==> src/rtl/inst_mem_arbiter_pkg.sv <==
// Shared instruction-memory definitions: bus widths, ROM depth,
// chip-enable levels and the arbiter port enum used for priority.
package inst_mem_arbiter_pkg;

    localparam int INST_ADDR_W = 32;
    localparam int INST_W      = 32;

    // log2 of ROM depth in words; shared with the ROM model
    localparam int MEM_LOG2    = 17;

    typedef logic [INST_ADDR_W-1:0] InstAddrBus;
    typedef logic [INST_W-1:0]      InstBus;

    localparam InstBus ZeroWord    = '0;
    localparam logic   ChipEnable  = 1'b1;
    localparam logic   ChipDisable = 1'b0;

    typedef enum logic {
        PORT_IF = 1'b0,
        PORT_LS = 1'b1
    } port_e;

    function automatic port_e other_port(input port_e p);
        return (p == PORT_IF) ? PORT_LS : PORT_IF;
    endfunction

endpackage

==> src/rtl/inst_mem_arbiter_rr_arb2.sv <==
// Two-input round-robin arbiter with a single priority flop.
// Ports: clk, rst (async high), i_req[1:0] (0=IF,1=LS), o_gnt[1:0].
module rr_arb2
    import inst_mem_arbiter_pkg::*;
(
    input  logic       clk,
    input  logic       rst,
    input  logic [1:0] i_req,
    output logic [1:0] o_gnt
);

    port_e      r_prio;
    logic [1:0] w_gnt;

    // Grants are forced low while reset is asserted, so nothing
    // reaches the ROM even if requesters keep their lines high.
    always_comb begin
        w_gnt = 2'b00;
        if (!rst) begin
            unique case (i_req)
                2'b01:   w_gnt = 2'b01;
                2'b10:   w_gnt = 2'b10;
                2'b11:   w_gnt = (r_prio == PORT_IF) ? 2'b01 : 2'b10;
                default: w_gnt = 2'b00;
            endcase
        end
    end

    // The port just served drops to low priority.
    always_ff @(posedge clk or posedge rst) begin
        if (rst) begin
            r_prio <= PORT_IF;
        end else if (w_gnt[0]) begin
            r_prio <= other_port(PORT_IF);
        end else if (w_gnt[1]) begin
            r_prio <= other_port(PORT_LS);
        end
    end

    assign o_gnt = w_gnt;

endmodule

==> src/rtl/inst_mem_arbiter.sv <==
// Shares the instruction ROM read port between fetch (IF) and load (LS).
// Ports: IF/LS req/addr/gnt/rvalid/rdata/err, ROM ce/addr/inst, stallreq.
module inst_mem_arbiter
    import inst_mem_arbiter_pkg::*;
#(
    parameter int ADDR_W   = INST_ADDR_W,
    parameter int DATA_W   = INST_W,
    parameter int MEM_LOG2 = inst_mem_arbiter_pkg::MEM_LOG2
) (
    input  logic              clk,
    input  logic              rst,

    input  logic              if_req,
    input  logic [ADDR_W-1:0] if_addr,
    input  logic              if_flush,
    output logic              if_gnt,
    output logic              if_rvalid,
    output logic [DATA_W-1:0] if_rdata,
    output logic              if_err,

    input  logic              ls_req,
    input  logic [ADDR_W-1:0] ls_addr,
    output logic              ls_gnt,
    output logic              ls_rvalid,
    output logic [DATA_W-1:0] ls_rdata,
    output logic              ls_err,

    output logic              rom_ce,
    output logic [ADDR_W-1:0] rom_addr,
    input  logic [DATA_W-1:0] rom_inst,

    output logic              stallreq
);

    logic [1:0]        w_req;
    logic [1:0]        w_gnt;
    logic              w_any;
    logic [ADDR_W-1:0] w_addr;
    logic              w_oor;
    logic              w_mis;
    logic              w_bad;
    logic              w_ok;

    logic              r_if_rvalid;
    logic [DATA_W-1:0] r_if_rdata;
    logic              r_if_err;
    logic              r_ls_rvalid;
    logic [DATA_W-1:0] r_ls_rdata;
    logic              r_ls_err;

    // A flushed fetch is not eligible, leaving the slot to LS.
    assign w_req = {ls_req, if_req & ~if_flush};

    rr_arb2 u_arb (
        .clk   (clk),
        .rst   (rst),
        .i_req (w_req),
        .o_gnt (w_gnt)
    );

    assign w_any  = |w_gnt;
    assign w_addr = w_gnt[1] ? ls_addr : if_addr;

    // Any bit above the word-index range means the address is past the ROM.
    assign w_oor  = |w_addr[ADDR_W-1:MEM_LOG2+2];
    assign w_mis  = |w_addr[1:0];
    assign w_bad  = w_oor | w_mis;
    assign w_ok   = w_any & ~w_bad;

    assign rom_ce   = w_ok ? ChipEnable : ChipDisable;
    assign rom_addr = w_ok ? w_addr : '0;

    assign if_gnt   = w_gnt[0];
    assign ls_gnt   = w_gnt[1];
    assign stallreq = if_req & ~w_gnt[0] & ~if_flush;

    // Only one port is granted per cycle, so rom_inst belongs to it.
    always_ff @(posedge clk or posedge rst) begin
        if (rst) begin
            r_if_rvalid <= 1'b0;
            r_if_rdata  <= '0;
            r_if_err    <= 1'b0;
        end else begin
            r_if_rvalid <= w_gnt[0];
            r_if_rdata  <= (w_gnt[0] & ~w_bad) ? rom_inst : '0;
            r_if_err    <= w_gnt[0] & w_bad;
        end
    end

    always_ff @(posedge clk or posedge rst) begin
        if (rst) begin
            r_ls_rvalid <= 1'b0;
            r_ls_rdata  <= '0;
            r_ls_err    <= 1'b0;
        end else begin
            r_ls_rvalid <= w_gnt[1];
            r_ls_rdata  <= (w_gnt[1] & ~w_bad) ? rom_inst : '0;
            r_ls_err    <= w_gnt[1] & w_bad;
        end
    end

    assign if_rvalid = r_if_rvalid;
    assign if_rdata  = r_if_rdata;
    assign if_err    = r_if_err;
    assign ls_rvalid = r_ls_rvalid;
    assign ls_rdata  = r_ls_rdata;
    assign ls_err    = r_ls_err;

endmodule

==> config.mk <==
export PLATFORM = sky130hd
export DESIGN_NAME = inst_mem_arbiter
export DESIGN_NICKNAME = d
export VERILOG_FILES = /design/src/rtl/inst_mem_arbiter_pkg.sv /design/src/rtl/inst_mem_arbiter_rr_arb2.sv /design/src/rtl/inst_mem_arbiter.sv
export SDC_FILE = /design/constraint.sdc
export NUM_CORES = 1
export LEC_CHECK = 0
export ABC_AREA = 1
export CAP_MARGIN = 40
export CORE_ASPECT_RATIO = 0.75
export CORE_UTILIZATION = 36
export DETAILED_ROUTE_END_ITERATION = 7
export PLACE_DENSITY = 0.8
export SYNTH_ARGS = -nofsm -noshare
export SYNTH_HDL_FRONTEND = slang
export SYNTH_SLANG_ARGS = --single-unit
==> constraint.sdc <==
create_clock -name clk -period 8.3 [get_ports clk]
set_clock_uncertainty 0.2 [all_clocks]
set_input_delay 2.49 -clock clk [delete_from_list [all_inputs] [get_ports clk]]
set_output_delay 2.49 -clock clk [all_outputs]
set_load 0.05 [all_outputs]
; Word level (Yosys, flattened, before mapping)
; Cells that the tools add are included.
[word_totals]
regBits = 69
latch_bits = 0
ramBits = 0
rom_bits = 0
out_inout_bits = 104
wordCells = 36
memories = 0
[op_classes]
addsub = 0
n_mul = 0
n_div = 0
n_lt_le_gt_ge = 0
eq_ne = 3
shift = 0
n_mux = 10
n_bitwise = 12
n_reduce_logical = 4
[op_table]
columns = op, n
row1 = two-way mux 32 bit, 4
row2 = OR reduction 13 bit, 1
row3 = bitwise AND 1 bit, 8
row4 = case mux 2 bit (3 select lines), 1
row5 = equality test 2 bit (second input constant), 2
row6 = two-way mux 2 bit, 2
row7 = OR reduction 2 bit, 2
row8 = two-way mux 1 bit, 3
row9 = inverter 1 bit, 3
row10 = equality test 2 x 1 -> 1 bit (second input constant), 1
row11 = nonzero test 2 bit, 1
row12 = OR 1 bit, 1

; Logic depth before layout (Yosys ltp)
[logic_depth]
word_depth = 11
depth_mapped = 12
mapped_depth_nobuf = 10

; By module
; Synthesis repeated with hierarchy kept, for this count alone.
[unflattened]
cells_unflattened = 308
area_unflattened_um2 = 3072.9
[modules_own_cells]
columns = mod, n_inst, cells_each, area_per_inst_um2
row1 = inst_mem_arbiter, 1, 298, 3005.4
row2 = rr_arb2, 1, 10, 67.6

; Least setup slack after synthesis
; OpenSTA, ideal clock, no wires.
[synth_path]
path_kind = in2out
from = input rst
to = output rom_addr[2]
t_arrival_ns = 5.623
required_time_ns = 5.610
slack_ns = -0.013
path_stages = 7
path_buffers = 0
cell_sequence = inv_1 nand2_1 inv_1 nor2_1 inv_1 nand3_4 nor2_1
[synth_via]
elab_cells_between_ends = 9
classes_between = mux (3) / bitwise (3) / reduce/logical (3)
[synth_rtl]
columns = item, line
row1 = "start, declared", inst_mem_arbiter.sv:11  ; input logic rst,
row2 = two-way mux 2 bit, inst_mem_arbiter_rr_arb2.sv:19  ; if (!rst) begin
row3 = via if_gnt, inst_mem_arbiter.sv:16  ; output logic if_gnt,
row4 = OR reduction 2 bit, inst_mem_arbiter.sv:61  ; assign w_any = |w_gnt;
row5 = bitwise AND 1 bit, inst_mem_arbiter.sv:68  ; assign w_ok = w_any & ~w_bad;
row6 = two-way mux 32 bit, inst_mem_arbiter.sv:71  ; assign rom_addr = w_ok ? w_addr : '0;
row7 = "end, declared", inst_mem_arbiter.sv:29  ; output logic [ADDR_W-1:0] rom_addr,
; The timed path passes the listed nets, and every way through them passes these cells.

; Final worst setup path
[layout_path]
from = input if_req
to = output rom_addr[8]
[layout_via]
elab_chain_len = 10
elab_cells_between_ends = 14
classes_between = eq/ne (3) / mux (4) / bitwise (4) / reduce/logical (3)
[layout_lines]
columns = item, line
row1 = "start, declared", inst_mem_arbiter.sv:13  ; input logic if_req,
row2 = bitwise AND 1 bit (*), inst_mem_arbiter.sv:52  ; assign w_req = {ls_req, if_req & ~if_flush};
row3 = equality test 2 bit / equality test 2 x 1 -> 1 bit (equally long branches), inst_mem_arbiter_rr_arb2.sv:20  ; unique case (i_req)
row4 = case mux 2 bit (3 select lines) (*), inst_mem_arbiter_rr_arb2.sv:20
row5 = two-way mux 2 bit (*), inst_mem_arbiter_rr_arb2.sv:19
row6 = two-way mux 32 bit, inst_mem_arbiter.sv:62  ; assign w_addr = w_gnt[1] ? ls_addr : if_addr;
row7 = OR reduction 13 bit / OR reduction 2 bit (equally long branches), "inst_mem_arbiter.sv:65, inst_mem_arbiter.sv:66"
row8 = OR 1 bit, inst_mem_arbiter.sv:67  ; assign w_bad = w_oor | w_mis;
row9 = inverter 1 bit, inst_mem_arbiter.sv:68
row10 = bitwise AND 1 bit, inst_mem_arbiter.sv:68
row11 = two-way mux 32 bit (*), inst_mem_arbiter.sv:71
; Every way passes the cells marked *; elsewhere a longest branch is shown, timed or not.

==> impl_metrics.py <==
metrics = {
    "status": {
        "outcome": "completed",
    },
    "logic_synthesis": {
        "syn-cell-area_um2": 3120,
        "ys_ff_latch": 69,
        "synth-xor-area-share": 0,
        "synth.largest_area_cell": "dfrtp_1",
        "avgSynthCellArea_um2": 8.73,
        "synth_mux_area_frac": 0,
        "synth_compound_area_frac": 0.00803,
        "synth_top_area_share": 0.554,
        "ys_seq_area_frac": 0.554,
        "yosys_warnings": 0,
        "synth-edff-count": 0,
        "synth_top_family_by_area": "simple AND/OR/NAND/NOR gates",
        "synthTopCellsByArea": "dfrtp_1 (55%), nand2_1 (9.9%), nor2_1 (9.6%)",
        "async_reset_ff_frac": 1.00,
        "postSynthCellCount": 357,
        "yosys-top-cells-count": "nand2_1 (82), nor2_1 (80), dfrtp_1 (69)",
        "synthSimpleGateAreaFrac": 0.292,
        "synth.distinct_cells": 23,
        "synthFlopType": "dfrtp_1",
        "synthMostInstantiatedCell": "nand2_1",
        "synth_fa_ha_area_frac": 0,
    },
    "cells_and_area": {
        "fillers": 663,
        "seq_area_um2": 1730,
        "fin_cells": 652,
        "diodes": 0,
        "fin_nets": 644,
        "design_area_um2": 5220,
        "multi_input_area_um2": 991,
        "area_growth_pct": 67.5,
        "drive_above_1_share": 0.108,
    },
    "detailed_routing": {
        "initialDrtViolationCount": 105,
        "vias": 2797,
        "drcViolationCount": 0,
        "drt-wirelength-per-cell_um": 12.5,
        "drt_wl_total_mm": 8.16,
        "firstDrtPassIters": 4,
        "antenna_left": 0,
        "viasPerCell": 4.29,
    },
    "cts": {
        "clk_path_buf_depth": 2,
        "insertion_delay_ns": 0.31,
        "cts_tree": "done",
        "cts_buffers": 9,
        "clock_sinks": 69,
        "root_buffer": "clkbuf_16",
        "htree_levels": 3,
        "postCtsSetupBuffers": 0,
        "clkTransAtPathRegs_ns": 0.05,
        "holdBufCountCts": 0,
        "cts_resized": 0,
    },
    "sta": {
        "min_period_ns": 7.86,
        "finalSetupTns_ns": 0,
        "fin_crit_sh": 0.946,
        "relSlewSlack": 0.443,
        "slew_violations": 0,
        "clock.fmax_ghz": 0.127,
        "hold_viol": 0,
        "worst_slew_pin_slew_ns": 0.835,
        "setup_violations": 0,
        "setup_slack_ns": 0.444,
        "rsz0062_at_grt": "false",
    },
    "pwr": {
        "leakage_nw": 2.71,
        "ir_worst_vdd_uv": 120,
        "fin_total_pwr_mw": 0.823,
        "power_density_nw_per_um2": 158,
    },
    "critical_path": {
        "path_class": "input pin to output pin",
        "cp.required_ns": 5.61,
        "end_kind": "output pin",
        "startpoint_type": "input pin",
        "critPathMaxFanout": 34,
        "crit_arrival_ns": 5.17,
    },
    "global_routing": {
        "grt_pass1_wl_mm": 12.2,
        "grt_max_degree": 70,
        "grt.overflow.total": 0,
        "antenna_found_initial": 0,
        "grt_usage": 0.180,
        "grt_pass1_vias": 2640,
    },
    "placement": {
        "gp_congestion": 0.788,
        "portBuffers": 189,
        "placed_cell_area_um2": 4930,
        "dp_hpwl_mm": 6.18,
        "dp.cells": 637,
        "dp_worst_setup_slack_ns": 0.441,
    },
    "floorplanning": {
        "die_width_um": 109,
        "row_count": 28,
        "die_y_um": 82.6,
        "io_pins": 205,
        "dieArea_um2": 9040,
        "initial_core_util": 0.384,
        "core-area_um2": 8130,
    },
    "job": {
        "maxCapViolCount": 0,
    },
    "min_path": {
        "hp-class": "flop to flop",
    },
}
[layout by cell type, fill, tap and decap left out, types with 3 or more instances in the layout]
cell type | Yosys | final
conb_1 | 1 | 15
dfrtp_1 | 69 | 69
buf_4 | 15 | 20
nor2_4 | 11 | 11
clkinvlp_4 | 0 | 3
a21oi_1 | 3 | 3
nand3_4 | 3 | 3
clkbuf_16 | 0 | 9
nor2_1 | 80 | 80
clkdlybuf4s50_1 | 0 | 169
inv_1 | 55 | 54
nand2_1 | 82 | 82
nand3_1 | 13 | 13
[final timing paths]
| check | endpoint | slack [ns] | start | cells after the start |
|---|---|---|---|---|
| setup / recovery | rom_addr[8] | 0.44 | if_req | 10 |
| hold / removal | u_arb.r_prio | 0.40 | u_arb.r_prio | 2 |
| setup reg to reg | ls_rdata[5] | 5.60 | u_arb.r_prio | 9 |
| max in group asynchronous | ls_rdata[6] | 4.65 | rst | 3 |
| min in group asynchronous | if_err | 2.70 | rst | 3 |
| hold reg to reg | u_arb.r_prio | 0.40 | u_arb.r_prio | 2 |
[cell type report]
cell class,count,area share
flip-flops and latches,69,0.331
clock buffers,9,0.0431
inverters,58,0.0424
multi-input cells,215,0.190
clock inverters,6,0.0122
repair buffers,190,0.357
well taps,105,0.0252
[through the flow]
stage,util,hold slack (ns)
floorplan,-,0.333
global placement,0.607,0.361
detailed placement,0.607,0.403
CTS,0.642,0.410
global route,0.642,0.471
finish,0.642,0.404
[power breakdown]
group	leakage [nW]	total, mW	internal, mW	switching (mW)
registers	0.960	0.339	0.338	0.000824
logic	1.61	0.119	0.0557	0.0636
clock network	0.138	0.364	0.230	0.134
[critical path: stages]
cell and delay, ns:
clkdlybuf4s50_1 0.50, nand3_2 0.25, nand2_4 0.37, inv_2 0.25, nand2_1 0.11, nand3_1 0.12, nor2_4 0.26, nand3_4 0.35
nor2_1 0.22, buf_4 0.22
[cells by family (layout without fill, tap and decap cells)]
family	Yosys count	count (layout)
AO/OA/AOI/OAI	5	5
buffers and inverters	87	263
flip-flops	69	69
other	1	15
AND/OR/NAND/NOR	195	195
[flip-flops by register name, summed over array words and instances (netlist names)]
signal and flops:
if_rdata 32, ls_rdata 32, if_err 1, if_rvalid 1, ls_err 1, ls_rvalid 1
u_arb.r_prio 1
[metal layers]
metal | track usage | part of all wire
met5 | 0 | 0
met4 | 0.0467 | 0.012
met1 | 0.195 | 0.40
met2 | 0.347 | 0.51
met3 | 0.0487 | 0.084
Power figures use the tool's default switching activity.
